<file path="config.mk">
export PLATFORM = sky130hd
export DESIGN_NAME = core_bus_arbiter
export DESIGN_NICKNAME = d
export VERILOG_FILES = /design/src/rtl/core_bus_pkg.sv /design/src/rtl/fifo_sync.sv /design/src/rtl/core_bus_arbiter.sv
export SDC_FILE = /design/constraint.sdc
export NUM_CORES = 1
export LEC_CHECK = 0
export BUFFER_PORTS_ARGS = -buffer_cell sky130_fd_sc_hd__buf_2
export CAP_MARGIN = 5
export CORE_AREA = 4 4 107 109
export CTS_BUF_LIST = sky130_fd_sc_hd__clkbuf_8
export DETAILED_ROUTE_END_ITERATION = 8
export DIE_AREA = 0 0 111 113
export PLACE_DENSITY = 0.66
export SYNTH_ARGS = -nofsm -noshare
export SYNTH_HDL_FRONTEND = slang
export SYNTH_SLANG_ARGS = --single-unit
</file>
<file path="constraint.sdc">
create_clock -name clk -period 3.3 [get_ports clk]
set_clock_uncertainty 0.15 [all_clocks]
set_input_delay 0.495 -clock clk [delete_from_list [all_inputs] [get_ports clk]]
set_output_delay 0.495 -clock clk [all_outputs]
set_load 0.02 [all_outputs]
</file>
<file path="src/rtl/core_bus_pkg.sv">
// Shared types for the core bus arbiter slice.
//   bus_owner_t : which master owns a bus command or a pending read return
//   AVL_BE_FULL : byte enable driven for full-word instruction fetches
package core_bus_pkg;

   typedef enum logic {
      OWNER_IF  = 1'b0,
      OWNER_LSU = 1'b1
   } bus_owner_t;

   localparam logic [3:0] AVL_BE_FULL = 4'hF;

endpackage

</file>
<file path="src/rtl/fifo_sync.sv">
// Synchronous FIFO with show-ahead head output.
//   push/wdata  : write side, ignored when full
//   pop         : read side, ignored when empty
//   rdata       : current head entry
//   count       : number of stored entries (0..DEPTH)
//   full/empty  : occupancy flags
// DEPTH must be a power of two so the pointers wrap naturally.
module fifo_sync #(
   parameter int WIDTH = 1,
   parameter int DEPTH = 4
) (
   input  logic                     clk,
   input  logic                     rst_n,
   input  logic                     push,
   input  logic [WIDTH-1:0]         wdata,
   input  logic                     pop,
   output logic [WIDTH-1:0]         rdata,
   output logic [$clog2(DEPTH):0]   count,
   output logic                     full,
   output logic                     empty
);

   localparam int AW = $clog2(DEPTH);
   localparam int CW = AW + 1;

   logic [WIDTH-1:0] mem_q [DEPTH];
   logic [AW-1:0]    wr_ptr_q, wr_ptr_d;
   logic [AW-1:0]    rd_ptr_q, rd_ptr_d;
   logic [CW-1:0]    count_q, count_d;
   logic             do_push, do_pop;

   assign full    = (count_q == CW'(DEPTH));
   assign empty   = (count_q == '0);
   assign do_push = push & ~full;
   assign do_pop  = pop & ~empty;
   assign rdata   = mem_q[rd_ptr_q];
   assign count   = count_q;

   always_comb begin
      wr_ptr_d = wr_ptr_q + AW'(do_push);
      rd_ptr_d = rd_ptr_q + AW'(do_pop);
      count_d  = count_q + CW'(do_push) - CW'(do_pop);
   end

   always_ff @(posedge clk or negedge rst_n) begin
      if (!rst_n) begin
         wr_ptr_q <= '0;
         rd_ptr_q <= '0;
         count_q  <= '0;
         for (int i = 0; i < DEPTH; i++) mem_q[i] <= '0;
      end else begin
         wr_ptr_q <= wr_ptr_d;
         rd_ptr_q <= rd_ptr_d;
         count_q  <= count_d;
         if (do_push) mem_q[wr_ptr_q] <= wdata;
      end
   end

endmodule

</file>
<file path="src/rtl/core_bus_arbiter.sv">
// Shares the core Avalon-MM bus between instruction fetch (m0, read-only)
// and load/store (m1, read/write).
//   m0_*        : fetch master port
//   m1_*        : LSU master port
//   s_*         : bus master interface toward the slave
//   outstanding : reads accepted by the slave and not yet returned
//   err_rdv     : sticky, a return beat arrived with nothing outstanding
//
// Grant lock:
//   locked | meaning
//   -------+-------------------------------------------------------
//   0      | free arbitration each cycle
//   1      | command from owner stalled by waitrequest, grant held
module core_bus_arbiter
   import core_bus_pkg::*;
#(
   parameter int MAX_OUTSTANDING = 4,
   parameter int STARVE_LIMIT    = 4
) (
   input  logic        clk,
   input  logic        rest,
   input  logic [31:0] m0_address,
   input  logic        m0_read,
   output logic        m0_waitrequest,
   output logic [31:0] m0_readdata,
   output logic        m0_readdatavalid,
   input  logic [31:0] m1_address,
   input  logic [3:0]  m1_byteenable,
   input  logic        m1_read,
   input  logic        m1_write,
   input  logic [31:0] m1_writedata,
   output logic        m1_waitrequest,
   output logic [31:0] m1_readdata,
   output logic        m1_readdatavalid,
   output logic [31:0] s_address,
   output logic [3:0]  s_byteenable,
   output logic        s_read,
   output logic        s_write,
   output logic [31:0] s_writedata,
   input  logic        s_waitrequest,
   input  logic [31:0] s_readdata,
   input  logic        s_readdatavalid,
   output logic [3:0]  outstanding,
   output logic        err_rdv
);

   localparam int CW = $clog2(MAX_OUTSTANDING) + 1;

   logic       locked_q, locked_d;
   bus_owner_t owner_q, owner_d;
   logic [3:0] starve_q, starve_d;
   logic       err_q, err_d;

   logic          gnt_valid;
   bus_owner_t    gnt;
   logic          req0, req1, elig0, elig1, rd_ok, accept;
   logic [CW-1:0] fifo_count;
   logic          fifo_full, fifo_empty;
   logic [0:0]    fifo_head;
   logic [0:0]    gnt_bit;

   assign req0  = m0_read;
   assign req1  = m1_read | m1_write;
   // Eligibility uses the registered count only, so a return beat in the
   // same cycle never opens a combinational path into s_read.
   assign rd_ok = ~fifo_full;
   assign elig0 = m0_read & rd_ok;
   // Read+write together is treated as a write, which the count never blocks.
   assign elig1 = m1_write | (m1_read & rd_ok);

   // Grant is suppressed while reset is asserted so the bus goes idle at once.
   always_comb begin
      gnt_valid = 1'b0;
      gnt       = OWNER_IF;
      if (!rest) begin
         gnt_valid = 1'b0;
      end else if (locked_q) begin
         gnt_valid = 1'b1;
         gnt       = owner_q;
      end else if ((starve_q == 4'(STARVE_LIMIT)) && elig0) begin
         gnt_valid = 1'b1;
         gnt       = OWNER_IF;
      end else if (elig1) begin
         gnt_valid = 1'b1;
         gnt       = OWNER_LSU;
      end else if (elig0) begin
         gnt_valid = 1'b1;
         gnt       = OWNER_IF;
      end
   end

   always_comb begin
      s_address    = '0;
      s_byteenable = '0;
      s_read       = 1'b0;
      s_write      = 1'b0;
      s_writedata  = '0;
      if (gnt_valid) begin
         if (gnt == OWNER_IF) begin
            s_address    = m0_address;
            s_byteenable = AVL_BE_FULL;
            s_read       = 1'b1;
         end else begin
            s_address    = m1_address;
            s_byteenable = m1_byteenable;
            s_read       = m1_read & ~m1_write;
            s_write      = m1_write;
            s_writedata  = m1_writedata;
         end
      end
   end

   assign m0_waitrequest = (gnt_valid && gnt == OWNER_IF)  ? s_waitrequest : req0;
   assign m1_waitrequest = (gnt_valid && gnt == OWNER_LSU) ? s_waitrequest : req1;

   assign accept = gnt_valid & ~s_waitrequest;

   always_comb begin
      locked_d = locked_q;
      owner_d  = owner_q;
      if (gnt_valid && s_waitrequest) begin
         locked_d = 1'b1;
         owner_d  = gnt;
      end else if (accept) begin
         locked_d = 1'b0;
      end
   end

   // Saturates at the limit so a blocked fetch cannot let it run past the
   // compare value and lose its forced turn.
   always_comb begin
      starve_d = starve_q;
      if (!req0) begin
         starve_d = '0;
      end else if (accept && gnt == OWNER_IF) begin
         starve_d = '0;
      end else if (accept && gnt == OWNER_LSU && starve_q < 4'(STARVE_LIMIT)) begin
         starve_d = starve_q + 4'd1;
      end
   end

   assign err_d = err_q | (s_readdatavalid & fifo_empty);

   always_ff @(posedge clk or negedge rest) begin
      if (!rest) begin
         locked_q <= 1'b0;
         owner_q  <= OWNER_IF;
         starve_q <= '0;
         err_q    <= 1'b0;
      end else begin
         locked_q <= locked_d;
         owner_q  <= owner_d;
         starve_q <= starve_d;
         err_q    <= err_d;
      end
   end

   assign gnt_bit = gnt;

   fifo_sync #(
      .WIDTH (1),
      .DEPTH (MAX_OUTSTANDING)
   ) u_owner_fifo (
      .clk   (clk),
      .rst_n (rest),
      .push  (s_read & ~s_waitrequest),
      .wdata (gnt_bit),
      .pop   (s_readdatavalid),
      .rdata (fifo_head),
      .count (fifo_count),
      .full  (fifo_full),
      .empty (fifo_empty)
   );

   assign m0_readdata      = s_readdata;
   assign m1_readdata      = s_readdata;
   assign m0_readdatavalid = s_readdatavalid & ~fifo_empty & ~fifo_head[0];
   assign m1_readdatavalid = s_readdatavalid & ~fifo_empty &  fifo_head[0];
   assign outstanding      = 4'(fifo_count);
   assign err_rdv          = err_q;

endmodule
</file>
==> Implementation_results.wiki <==
{| class="wikitable"
! Metric !! Value
|-
| Type of element launching the critical path || primary input
|-
| Floorplan die width || 111 microns
|-
| Most common library cell in the layout ignoring fill and taps || sky130_fd_sc_hd__buf_2
|-
| Unrepaired setup endpoints after global routing || no
|-
| Worst hold path stage count || 2
|-
| TritonCTS clock tree || done
|-
| Peak ir drop on the vdd network || 0.311 mV
|-
| Routing usage on met3 || 3.90%
|-
| Maximum number of pins on one net before global-route repair || 55
|-
| Largest fanout of any net on the critical path || 19
|-
| Number of global-route vias before repair || 2216
|-
| Area share of the leading cell type in the synthesized netlist || 22.4%
|-
| Peak-usage layer in the global routing report || met2
|-
| Number of enable flip-flop cells after synthesis || 0
|-
| Worst EP arrival || 2.46 ns
|-
| Clock insertion delay at the later pin of the skew report || 0.26 ns
|-
| Num CTS Buffers || 3
|-
| Maximum clock frequency || 322 MHz
|-
| Slew Viols, Final || 0
|-
| Number of primary I/O pins || 282
|-
| Final-layout fill cell count || 1166
|-
| CTS resizes || 0
|-
| Top library cells by usage in the layout, fill and taps aside || 184 x sky130_fd_sc_hd__buf_2, 36 x sky130_fd_sc_hd__and2_1, 33 x sky130_fd_sc_hd__a22o_1, 18 x sky130_fd_sc_hd__dfrtp_1, 10 x sky130_fd_sc_hd__inv_1
|-
| Yosys synthesis warning count || 0
|-
| Initial core utilization || 20.5%
|-
| Power per cell area || 493 nW/um^2
|-
| Transition time of the tightest slew-check pin || 0.562 ns
|-
| Tcrit/Tclk final || 94.0%
|-
| Final setup violation count || 0
|-
| Ranking of synthesized cells by area || sky130_fd_sc_hd__buf_4 22%, sky130_fd_sc_hd__dfrtp_1 21%, sky130_fd_sc_hd__a22o_1 13%
|-
| GP Congestion || 0.819
|-
| Tot GR Track Use || 11.9%
|-
| Category of the most critical setup path || primary input to output port
|-
| Max-Cap Viols || 0
|-
| Reg-to-Reg End || u_owner_fifo.count[2]
|-
| Share of layout cells above drive strength 1 || 56.4%
|-
| # rows || 38
|-
| Floorplan die area || 12500 sq um
|-
| Drt drc || 0
|-
| Via/cell ratio || 4.26
|-
| Syn avg cell area || 8.89 sq um
|-
| Drt initial violations || 123
|-
| Synthesized instance count || 245
|-
| Worst slew margin || 62.0%
|-
| CTS max path bufs || 2
|-
| Worst Hold Class || primary input to register
|-
| Detailed placer's ending HPWL || 7080 microns
|-
| Data required time at the worst endpoint || 2.65 ns
|-
| Core box area || 10600 sq um
|-
| Critical path endpoint category || output port
|-
| Clock Pin Slew Worst Setup and Hold Paths || 0.07 ns
|-
| Met2 global-route usage || 21.1%
|-
| Setup slack after placement || 0.514 ns
|-
| LEAKAGE || 0.00157 uW
|-
| Post-Route WL || 8150 microns
|-
| Count of final hold-check violations || 0
|-
| Height of the die || 113 microns
|-
| Flop and latch count out of synthesis || 18
|-
| Fin nets || 509
|-
| H-tree depth || 1
|-
| Cell area after synthesis || 2180 sq um
|-
| Iteration count of the initial detailed-routing pass || 4
|-
| Reg2reg path depth || 8
|-
| Distinct cells, synth || 43
|-
| Asr flop ratio synth || 100%
|-
| Final antenna diode count || 0
|-
| Cell taking the most area after synthesis || sky130_fd_sc_hd__buf_4
|-
| Syn Nets || 391
|-
| Launch point of the worst hold path || s_readdatavalid
|-
| Total overflow reported by the global router || 0
|-
| Primary flip-flop cell chosen by synthesis mapping || sky130_fd_sc_hd__dfrtp_1
|-
| Worst-case hold path end point || err_rdv
|-
| Share of the yosys chip area belonging to registers || 20.7%
|-
| Via total after detailed routing || 2139
|-
| Global-route wire length before repair || 12000 microns
|-
| Status || finished, final reports clean
|-
| Number of antenna violations at the first check in global routing || 1
|-
| Setup TNS || 0 ns
|-
| Minimum setup slack among reg-to-reg paths || 0.61 ns
|-
| Clock Root Buffer || sky130_fd_sc_hd__clkbuf_8
|-
| Growth of design area from synthesis to finish || 29.9%
|-
| Port buffer count || 184
|-
| FF-to-FF Start || u_owner_fifo.count[1]
|-
| Met1 layer usage reported by global route || 13.3%
|-
| Clock Sink Count || 18
|-
| Post-layout min period || 3.10 ns
|-
| DRT antenna net count || 0
|-
| Setup WS post-layout || 0.199 ns
|-
| Routed wirelength normalized by instance count || 16.2 microns
|}
==> worst max-delay path by stage <==
| stage | start | endpoint | cells after the start |
|---|---|---|---|
| detailed placement | m1_write | m0_waitrequest | 7 |
| global route | rest | m1_waitrequest | 8 |
| global placement | m1_write | s_address[2] | 7 |
| CTS | rest | m1_waitrequest | 8 |
| finish | rest | m1_waitrequest | 8 |
| floorplan | u_owner_fifo.count[1] | m0_waitrequest | 7 |
==> per-layer routing <==
metal  vias up  routed length, microns
li1       1014                       -
met5         -                       8
met3        34                     788
met4         2                     251
met2       116                    4020
met1       973                    3080
==> per-stage QoR <==
stage          cell area, sq um  cells  utilization [%]  hold WS (ns)  total power, uW
2_1_floorplan              2180    245                -        0.0494             1030
3_3_place_gp               2760    497             26.1         0.189             1220
3_5_place_dp               2760    497             26.1         0.190             1230
4_1_cts                    2830    502             26.7         0.296             1420
5_1_grt                    2830    502             26.7         0.290             1510
6_report                   2830    502             26.7         0.299             1390
==> Yosys cell counts, types with 4 or more instances <==
cell / number
sky130_fd_sc_hd__a22o_1: 33
sky130_fd_sc_hd__buf_2: 5
sky130_fd_sc_hd__inv_1: 10
sky130_fd_sc_hd__buf_4: 65
sky130_fd_sc_hd__and2_1: 36
sky130_fd_sc_hd__nor2_1: 7
sky130_fd_sc_hd__o21ai_0: 4
sky130_fd_sc_hd__buf_6: 4
sky130_fd_sc_hd__dfrtp_1: 18
sky130_fd_sc_hd__a21o_1: 5
sky130_fd_sc_hd__ha_1: 6
==> flip-flops by register name, summed over array words and instances, names as in the netlist <==
name and count:
locked_q 1, u_owner_fifo.mem_q 4, owner_q 1, u_owner_fifo.count 3, u_owner_fifo.rd_ptr_q 2, starve_q 4, u_owner_fifo.wr_ptr_q 2, err_rdv 1
==> cell type report <==
class,instances,area (sq um),area share [%]
Sequential cell,18,450,15.9
Tap cell,140,175,6.19
Clock buffer,4,55.1,1.95
Timing Repair Buffer,189,986,34.9
Inverter,10,37.5,1.33
Multi-Input combinational cell,141,1120,39.8
==> where the power goes <==
| group | internal (uW) | switching, uW | leakage [uW] |
|---|---|---|---|
| combinational | 355 | 478 | 0.00132 |
| sequential | 301 | 81.6 | 0.000223 |
| clock | 106 | 71.1 | 0.0000288 |
| total | 763 | 631 | 0.00157 |
==> logic make-up (layout without fill, tap and decap cells) <==
group           after synthesis  after routing  share of synthesized area, %
compound gates               52             52                          20.4
simple gates                 69             69                          20.6
buf+inv                      86            203                          27.7
xor+xnor                      5              5                          2.01
flops                        18             18                          20.7
other cells                   1              1                         0.172
fa+ha+maj                     7              7                          4.37
mux                           7              7                          4.02
==> critical path: stages <==
cell and delay, ns:
sky130_fd_sc_hd__dlygate4sd3_1 0.51, sky130_fd_sc_hd__buf_2 0.20, sky130_fd_sc_hd__o21ai_0 0.21, sky130_fd_sc_hd__nor3_4 0.28, sky130_fd_sc_hd__buf_4 0.24, sky130_fd_sc_hd__nor2_1 0.08
sky130_fd_sc_hd__a21oi_1 0.22, sky130_fd_sc_hd__buf_2 0.22
==> timing repair <==
action,4_1_cts,5_1_grt
hold buffers,1,0
endpoints found under the hold margin,2,0
setup buffers,0,0
No activity file was read; power rests on OpenSTA's default activity.
